===== src/rtl/riscv_v_alu_sequencer.sv =====
// Vector ALU sequencer: walks the register groups of one instruction through the ALU, with per-group or reduced writeback.
// Optional performance counters are enabled with RISCV_V_ALU_SEQ_PERF_CNT_EN.
module riscv_v_alu_sequencer #(
    parameter int NUM_BYTES  = 16,
    parameter int MAX_GROUPS = 8
) (
    input  logic                   clk,
    input  logic                   rst,
    input  logic                   req_valid,
    output logic                   req_ready,
    input  logic [5:0]             req_opcode,
    input  logic [2:0]             req_osize,
    input  logic                   req_is_reduct,
    input  logic [3:0]             req_lmul,
    output logic                   alu_valid,
    output logic [5:0]             alu_opcode,
    output logic [2:0]             alu_osize,
    output logic                   alu_is_reduct,
    output logic [2:0]             alu_group,
    output logic                   alu_use_acc,
    output logic [NUM_BYTES*8-1:0] acc_data,
    input  logic [NUM_BYTES*8-1:0] alu_result,
    output logic                   wb_valid,
    input  logic                   wb_ready,
    output logic [2:0]             wb_group,
    output logic [NUM_BYTES*8-1:0] wb_data,
    output logic                   wb_last,
    output logic                   busy
`ifdef RISCV_V_ALU_SEQ_PERF_CNT_EN
    ,
    output logic [31:0]            perf_instr_cnt,
    output logic [31:0]            perf_stall_cnt
`endif
);

    typedef enum logic [1:0] {
        IDLE  = 2'd0,
        ISSUE = 2'd1,
        WB    = 2'd2
    } state_t;

    state_t     state;
    logic [2:0] g;
    logic [3:0] lmul_r;
    logic [5:0] opcode_r;
    logic [2:0] osize_r;
    logic       reduct_r;
    logic [3:0] eff_lmul;
    logic       last_group;
    logic       in_issue;

    // A zero group count means one group; anything above the maximum is clamped.
    always_comb begin
        eff_lmul = req_lmul;
        if (req_lmul == 4'd0) begin
            eff_lmul = 4'd1;
        end else if (req_lmul > 4'(MAX_GROUPS)) begin
            eff_lmul = 4'(MAX_GROUPS);
        end
    end

    assign last_group = (g == 3'(lmul_r - 4'd1));
    assign in_issue   = (state == ISSUE);

    assign req_ready     = (state == IDLE);
    assign busy          = (state != IDLE);
    assign wb_valid      = (state == WB);
    assign alu_valid     = in_issue;
    assign alu_opcode    = in_issue ? opcode_r : 6'd0;
    assign alu_osize     = in_issue ? osize_r : 3'd0;
    assign alu_is_reduct = in_issue & reduct_r;
    assign alu_group     = in_issue ? g : 3'd0;
    assign alu_use_acc   = in_issue & reduct_r & (g != 3'd0);

    always_ff @(posedge clk) begin
        if (rst) begin
            state    <= IDLE;
            g        <= 3'd0;
            lmul_r   <= 4'd0;
            opcode_r <= 6'd0;
            osize_r  <= 3'd0;
            reduct_r <= 1'b0;
            acc_data <= '0;
            wb_data  <= '0;
            wb_group <= 3'd0;
            wb_last  <= 1'b0;
        end else begin
            case (state)
                IDLE: begin
                    if (req_valid) begin
                        opcode_r <= req_opcode;
                        osize_r  <= req_osize;
                        reduct_r <= req_is_reduct;
                        lmul_r   <= eff_lmul;
                        g        <= 3'd0;
                        state    <= ISSUE;
                    end
                end
                ISSUE: begin
                    if (reduct_r) begin
                        // Reductions stream one group per cycle and only write back the final sum.
                        acc_data <= alu_result;
                        if (last_group) begin
                            wb_data  <= alu_result;
                            wb_group <= 3'd0;
                            wb_last  <= 1'b1;
                            state    <= WB;
                        end else begin
                            g <= g + 3'd1;
                        end
                    end else begin
                        wb_data  <= alu_result;
                        wb_group <= g;
                        wb_last  <= last_group;
                        state    <= WB;
                    end
                end
                WB: begin
                    if (wb_ready) begin
                        if (last_group) begin
                            state <= IDLE;
                        end else begin
                            g     <= g + 3'd1;
                            state <= ISSUE;
                        end
                    end
                end
                default: state <= IDLE;
            endcase
        end
    end

`ifdef RISCV_V_ALU_SEQ_PERF_CNT_EN
    always_ff @(posedge clk) begin
        if (rst) begin
            perf_instr_cnt <= 32'd0;
            perf_stall_cnt <= 32'd0;
        end else if (state == WB) begin
            if (!wb_ready) begin
                perf_stall_cnt <= perf_stall_cnt + 32'd1;
            end else if (last_group) begin
                perf_instr_cnt <= perf_instr_cnt + 32'd1;
            end
        end
    end
`endif

endmodule

===== config.mk =====
export PLATFORM = sky130hd
export DESIGN_NAME = riscv_v_alu_sequencer
export DESIGN_NICKNAME = d
export VERILOG_FILES = /design/src/rtl/riscv_v_alu_sequencer.sv
export SDC_FILE = /design/constraint.sdc
export NUM_CORES = 1
export LEC_CHECK = 0
export BUFFER_PORTS_ARGS = -buffer_cell sky130_fd_sc_hd__buf_4
export CAP_MARGIN = 25
export CORE_AREA = 2 2 166 168
export CTS_CLUSTER_DIAMETER = 120
export CTS_CLUSTER_SIZE = 12
export DETAILED_ROUTE_END_ITERATION = 10
export DIE_AREA = 0 0 168 170
export HOLD_SLACK_MARGIN = 0.15
export SLEW_MARGIN = 5
export SYNTH_ARGS = -nofsm -noshare
export SYNTH_HDL_FRONTEND = slang
export SYNTH_SLANG_ARGS = --single-unit

===== constraint.sdc =====
create_clock -name clk -period 2.6 [get_ports clk]
set_clock_uncertainty 0.2 [all_clocks]
set_input_delay 0.52 -clock clk [delete_from_list [all_inputs] [get_ports clk]]
set_output_delay 0.52 -clock clk [all_outputs]
set_load 0.02 [all_outputs]

==> After elaboration in Yosys (flattened, before gate mapping) <==
Index checks and enable logic that the tools add are counted.
{ "word_totals": {"mem_bits_rw": 0, "inputBits": 146, "mem_bits_ro": 0, "regBits": 278, "latchBits": 0, "elab_cells": 55, "memories": 0} }
{ "op_classes": {"n_mul": 0, "div_mod_pow": 0, "muxes": 22, "n_bitwise": 2, "shift": 0, "n_addsub": 2, "n_reduce_logical": 10, "n_eq_ne": 8, "magnitude_cmp": 1} }
{ "ops": {"columns": ["op", "count"], "rows": [
  ["2-to-1 mux 128 bit", 2],
  ["2-to-1 mux 3 bit", 10],
  ["one-hot mux 3 bit (3 select lines)", 1],
  ["2-to-1 mux 2 bit", 4],
  ["2-to-1 mux 6 bit", 1],
  ["one-hot mux 2 bit (3 select lines)", 1],
  ["AND reduction 2 bit", 3],
  ["nonzero test 3 bit", 2],
  ["> comparator 4 bit, second input constant", 1],
  ["logical NOT 4 bit", 1],
  ["inequality test 2 x 1 -> 1 bit, second input constant", 2],
  ["inequality test 2 bit, second input constant", 2],
  ["AND reduction 4 bit", 1],
  ["adder 3 x 1 -> 3 bit, second input constant", 1],
  ["equality test 3 bit", 1],
  ["2-to-1 mux 1 bit", 3],
  ["inequality test 3 bit, second input constant", 1],
  ["AND reduction 3 bit", 1],
  ["subtractor 3 x 1 -> 3 bit, second input constant", 1],
  ["AND 1 bit", 2],
  ["equality test 2 x 1 -> 1 bit, second input constant", 1],
  ["equality test 2 bit, second input constant", 1],
  ["logical NOT 2 bit", 1],
  ["nonzero test 2 bit", 1]
]} }

==> Longest topological paths before layout <==
{ "depth": {"word_depth": 5, "depth_mapped": 10, "mapped_depth_nobuf": 6} }

==> Least setup slack after synthesis <==
Ideal clock, no wire load.
{ "synth_path": {"kind": "flip-flop to output port", "from": "register state[1]", "to": "output port alu_use_acc", "slack_ns": 0.112, "t_required_ns": 1.880, "arrival_ns": 1.768, "path_stages_with_launch": 8, "cell_sequence": "dfxtp_1 inv_1 ha_1 buf_2 nand2_1 clkbuf_1 clkbuf_1 a21oi_1"} }
{ "synth_via": {"elab_chain_cells": 3} }
{ "synth_rtl": {"columns": ["item", "line", "source"], "rows": [
  ["start: declaration", "42", "state_t state;"],
  ["start signal: assignment", "77", "state <= IDLE;"],
  ["start signal: assignment", "96", "state <= ISSUE;"],
  ["start signal: assignment", "107", "state <= WB;"],
  ["equality test 2 x 1 -> 1 bit", "63", "assign in_issue = (state == ISSUE);"],
  ["named net alu_valid", "15", "output logic alu_valid,"],
  ["AND 1 bit (2 in a row)", "73", "assign alu_use_acc = in_issue & reduct_r & (g != 3'd0);"],
  ["end: declaration", "20", "output logic alu_use_acc,"]
]} }
The timed path passes the listed nets, and every way through them passes these cells.

==> Final worst setup path <==
{ "layout_path": {"from": "register state[1]", "to": "output port alu_is_reduct"} }
{ "layout_via": {"elab_chain_cells": 2} }
{ "layout_rtl": {"columns": ["item", "line", "source"], "rows": [
  ["equality test 2 x 1 -> 1 bit", "63", null],
  ["AND 1 bit", "71", "assign alu_is_reduct = in_issue & reduct_r;"],
  ["end: declaration", "18", "output logic alu_is_reduct,"]
]} }
Every way passes these cells.

==> flow_metrics.tcl <==
set metrics [dict create \
    fp.dieW_um 168 \
    syn_area_per_cell_um2 7.88 \
    row_count 60 \
    critPathCaptureType "output pin" \
    critPathSlowestCell "dfxtp_1" \
    slew_headroom 0.490 \
    clock.fmax_ghz 0.402 \
    dpl_cell_area_um2 13400 \
    crit_path_cell_trace "inv_1 -> ha_2 -> buf_6 -> nand2_8 -> clkinv_16 -> buf_4" \
    detailed_place_hpwl_um 22400 \
    finalWirelength_um 34000 \
    tightest_slew_ns 0.764 \
    grt_pass1_vias 9944 \
    post-route-period-util 0.956 \
    slew_viol_final 0 \
    syn_inst 1261 \
    syn_to_final_growth_pct 56.5 \
    synth_area_um2 9940 \
    tritoncts "done" \
    cp.arrival_ns 1.77 \
    ant_nets 0 \
    status "completed" \
    cts_buffers 27 \
    grt_pass1_wl_um 52800 \
    root_buffer "clkbuf_16" \
    synth_warnings 0 \
    synth_seq_cells 278 \
    start_kind "flip-flop" \
    stdcell_count 2126 \
    fin_crit_ns 2.49 \
    yosys.area_share.xor_xnor 0.00818 \
    finalSetupTns_ns 0 \
    grt_max_degree 100 \
    portBuffers 423 \
    stdcell_area_um2 15600 \
    synth_mux_area_frac 0.00101 \
    nets 1937 \
    num_vias 10200 \
    core_um2 26700 \
    via_per_inst 4.80 \
    power_per_cell_area_nw_per_um2 838 \
    cts.sinks 278 \
    multi_input_area_um2 3960 \
    clk_latency_ns 0.53 \
    synthSimpleGateAreaFrac 0.226 \
    synthDistinctLibCells 33 \
    start_util 0.373 \
    worstHoldPathType "input pin to flip-flop" \
    grt_antenna_before_repair 2 \
    path_max_fanout 21 \
    regArea_um2 5570 \
    grtUsageTotal 0.227 \
    drcViolationCount 0 \
    path_clk_slew_ns 0.06 \
    p_leak_nw 6.49 \
    fin_ws_ns 0.114 \
    yosysSeqAreaShare 0.560 \
    syn_nets 1415 \
    setup_viol_count_final 0 \
    required_ns 1.88 \
    dr.first_iter.drc_count 655 \
    hold_violations 0 \
    synth_compound_area_frac 0.148 \
    fillers 2417 \
    synth_fa_ha_area_frac 0.0101 \
    die_h_um 170 \
    h-tree-depth 1 \
    criticalPathCategory "flip-flop to output pin" \
    irDropWorstVdd_v 0.000636 \
    detail_route.first_pass.iterations 5 \
    clock_path_buffers 3 \
    max_stage_delay_ns 0.38 \
    wl_per_cell_um 16.0 \
    drive_above_1_share 0.269 \
    rsz0062_at_grt "false" \
    drv_cap 0 \
    overflow 0 \
    place_ws_ns 0.221 \
    synth_top_family_by_area "simple AND/OR/NAND/NOR gates" \
    die_area_um2 28600 \
    gp_congestion 0.805 \
    p_total_mw 13.0 \
    pin_count 424 \
    dp_cells 1951 \
]
[state kept, by name (all words and copies together) (netlist names)]
register,flops
opcode_r,6
wb_data,128
wb_group,3
acc_data,128
osize_r,3
state,2
g,3
reduct_r,1
wb_last,1
lmul_r,3
[report_power, final]
| part | total [mW] | internal [mW] | switching [mW] |
|---|---|---|---|
| clock network | 3.38 | 1.82 | 1.55 |
| logic | 4.50 | 1.74 | 2.76 |
| registers | 5.16 | 4.85 | 0.309 |
[worst paths after layout]
path,slack [ns],startpoint,endpoint,cells after the start
max,0.11,state[1],alu_is_reduct,6
min,0.17,req_lmul[0],lmul_r[0],3
max reg2reg,0.18,state[1],wb_data[47],7
min reg2reg,0.25,osize_r[2],osize_r[2],2
[logic make-up after synthesis]
logic type | count (synthesis)
buffers and inverters | 103
muxes | 1
AOI/OAI and AO/OA | 287
DFF | 278
and+or+nand+nor | 578
xor gates and xnor gates | 6
adders and majority gates | 8
[layer usage]
metal  GRT usage  vias up  part of all wire
met1       0.273     4658              0.40
li1            -     5081                 -
met2       0.384      379              0.47
met4       0.101        0             0.046
met3      0.0591       85             0.083
met5           0        -                 0
[worst max-delay path: cells and delay by family, from the launching register on]
kind / cells / cell delay [ns]
adder cells (fa/ha/maj): 1 / 0.20
buffers and inverters: 4 / 0.52
flip-flops: 1 / 0.38
AND/OR/NAND/NOR: 1 / 0.12
[timing repair]
action	in CTS	in global routing
setup buffers	0	3
hold buffers	141	0
endpoints found under the setup margin	2	4
gates resized for setup	5	5
endpoints found under the hold margin	269	0
[cell usage after synthesis]
cell,count,area (um^2)
a211o_1,1,8.76
a21oi_1,273,1370
a22oi_1,3,22.5
a311oi_1,1,8.76
a31oi_1,2,12.5
a41o_1,1,10.0
a41oi_2,1,16.3
and2_1,13,81.3
buf_1,6,22.5
buf_2,9,45.0
buf_4,5,37.5
buf_6,6,67.6
clkbuf_1,67,251
dfxtp_1,278,5570
ha_1,8,100
inv_1,10,37.5
mux2i_1,1,10.0
nand2_1,538,2020
nand2b_1,2,12.5
nand3_1,1,5.00
nand3b_1,2,15.0
nand4_1,3,18.8
nor2_1,9,33.8
nor2b_1,4,25.0
nor3_1,3,15.0
nor4_1,2,12.5
o21ai_0,4,20.0
o32ai_1,1,8.76
or4_1,1,7.51
xnor2_1,2,17.5
xnor3_1,1,22.5
xor2_1,2,17.5
xor3_1,1,23.8
[final cells by class]
class                   instances  share of cell area
clock inverters                 1            0.000724
inverters                      10             0.00410
repair buffers                586               0.312
well taps                     341              0.0274
diodes                          3            0.000483
flip-flops and latches        278               0.358
clock buffers                  27              0.0434
multi-input cells             880               0.254
[cells in the final DEF, fill, tap and decap left out, drive strengths merged]
master       instances
a211o                1
a21oi              273
a22oi                3
a311oi               1
a31oi                2
a41o                 1
a41oi                1
and2                13
buf                444
clkbuf              28
clkinv               1
dfxtp              278
diode                3
dlygate4sd3        141
ha                   8
inv                 10
mux2i                1
nand2              538
nand2b               2
nand3                1
nand3b               2
nand4                3
nor2                 9
nor2b                4
nor3                 3
nor4                 2
o21ai                4
o32ai                1
or4                  1
xnor2                2
xnor3                1
xor2                 2
xor3                 1
[stage by stage]
step / hold slack, ns / utilization
2_1_floorplan: 0.232 / -
6_report: 0.167 / 0.584
3_3_place_gp: 0.239 / 0.502
3_5_place_dp: 0.242 / 0.502
5_1_grt: 0.158 / 0.584
4_1_cts: 0.150 / 0.582
Power figures use the tool's default switching activity.
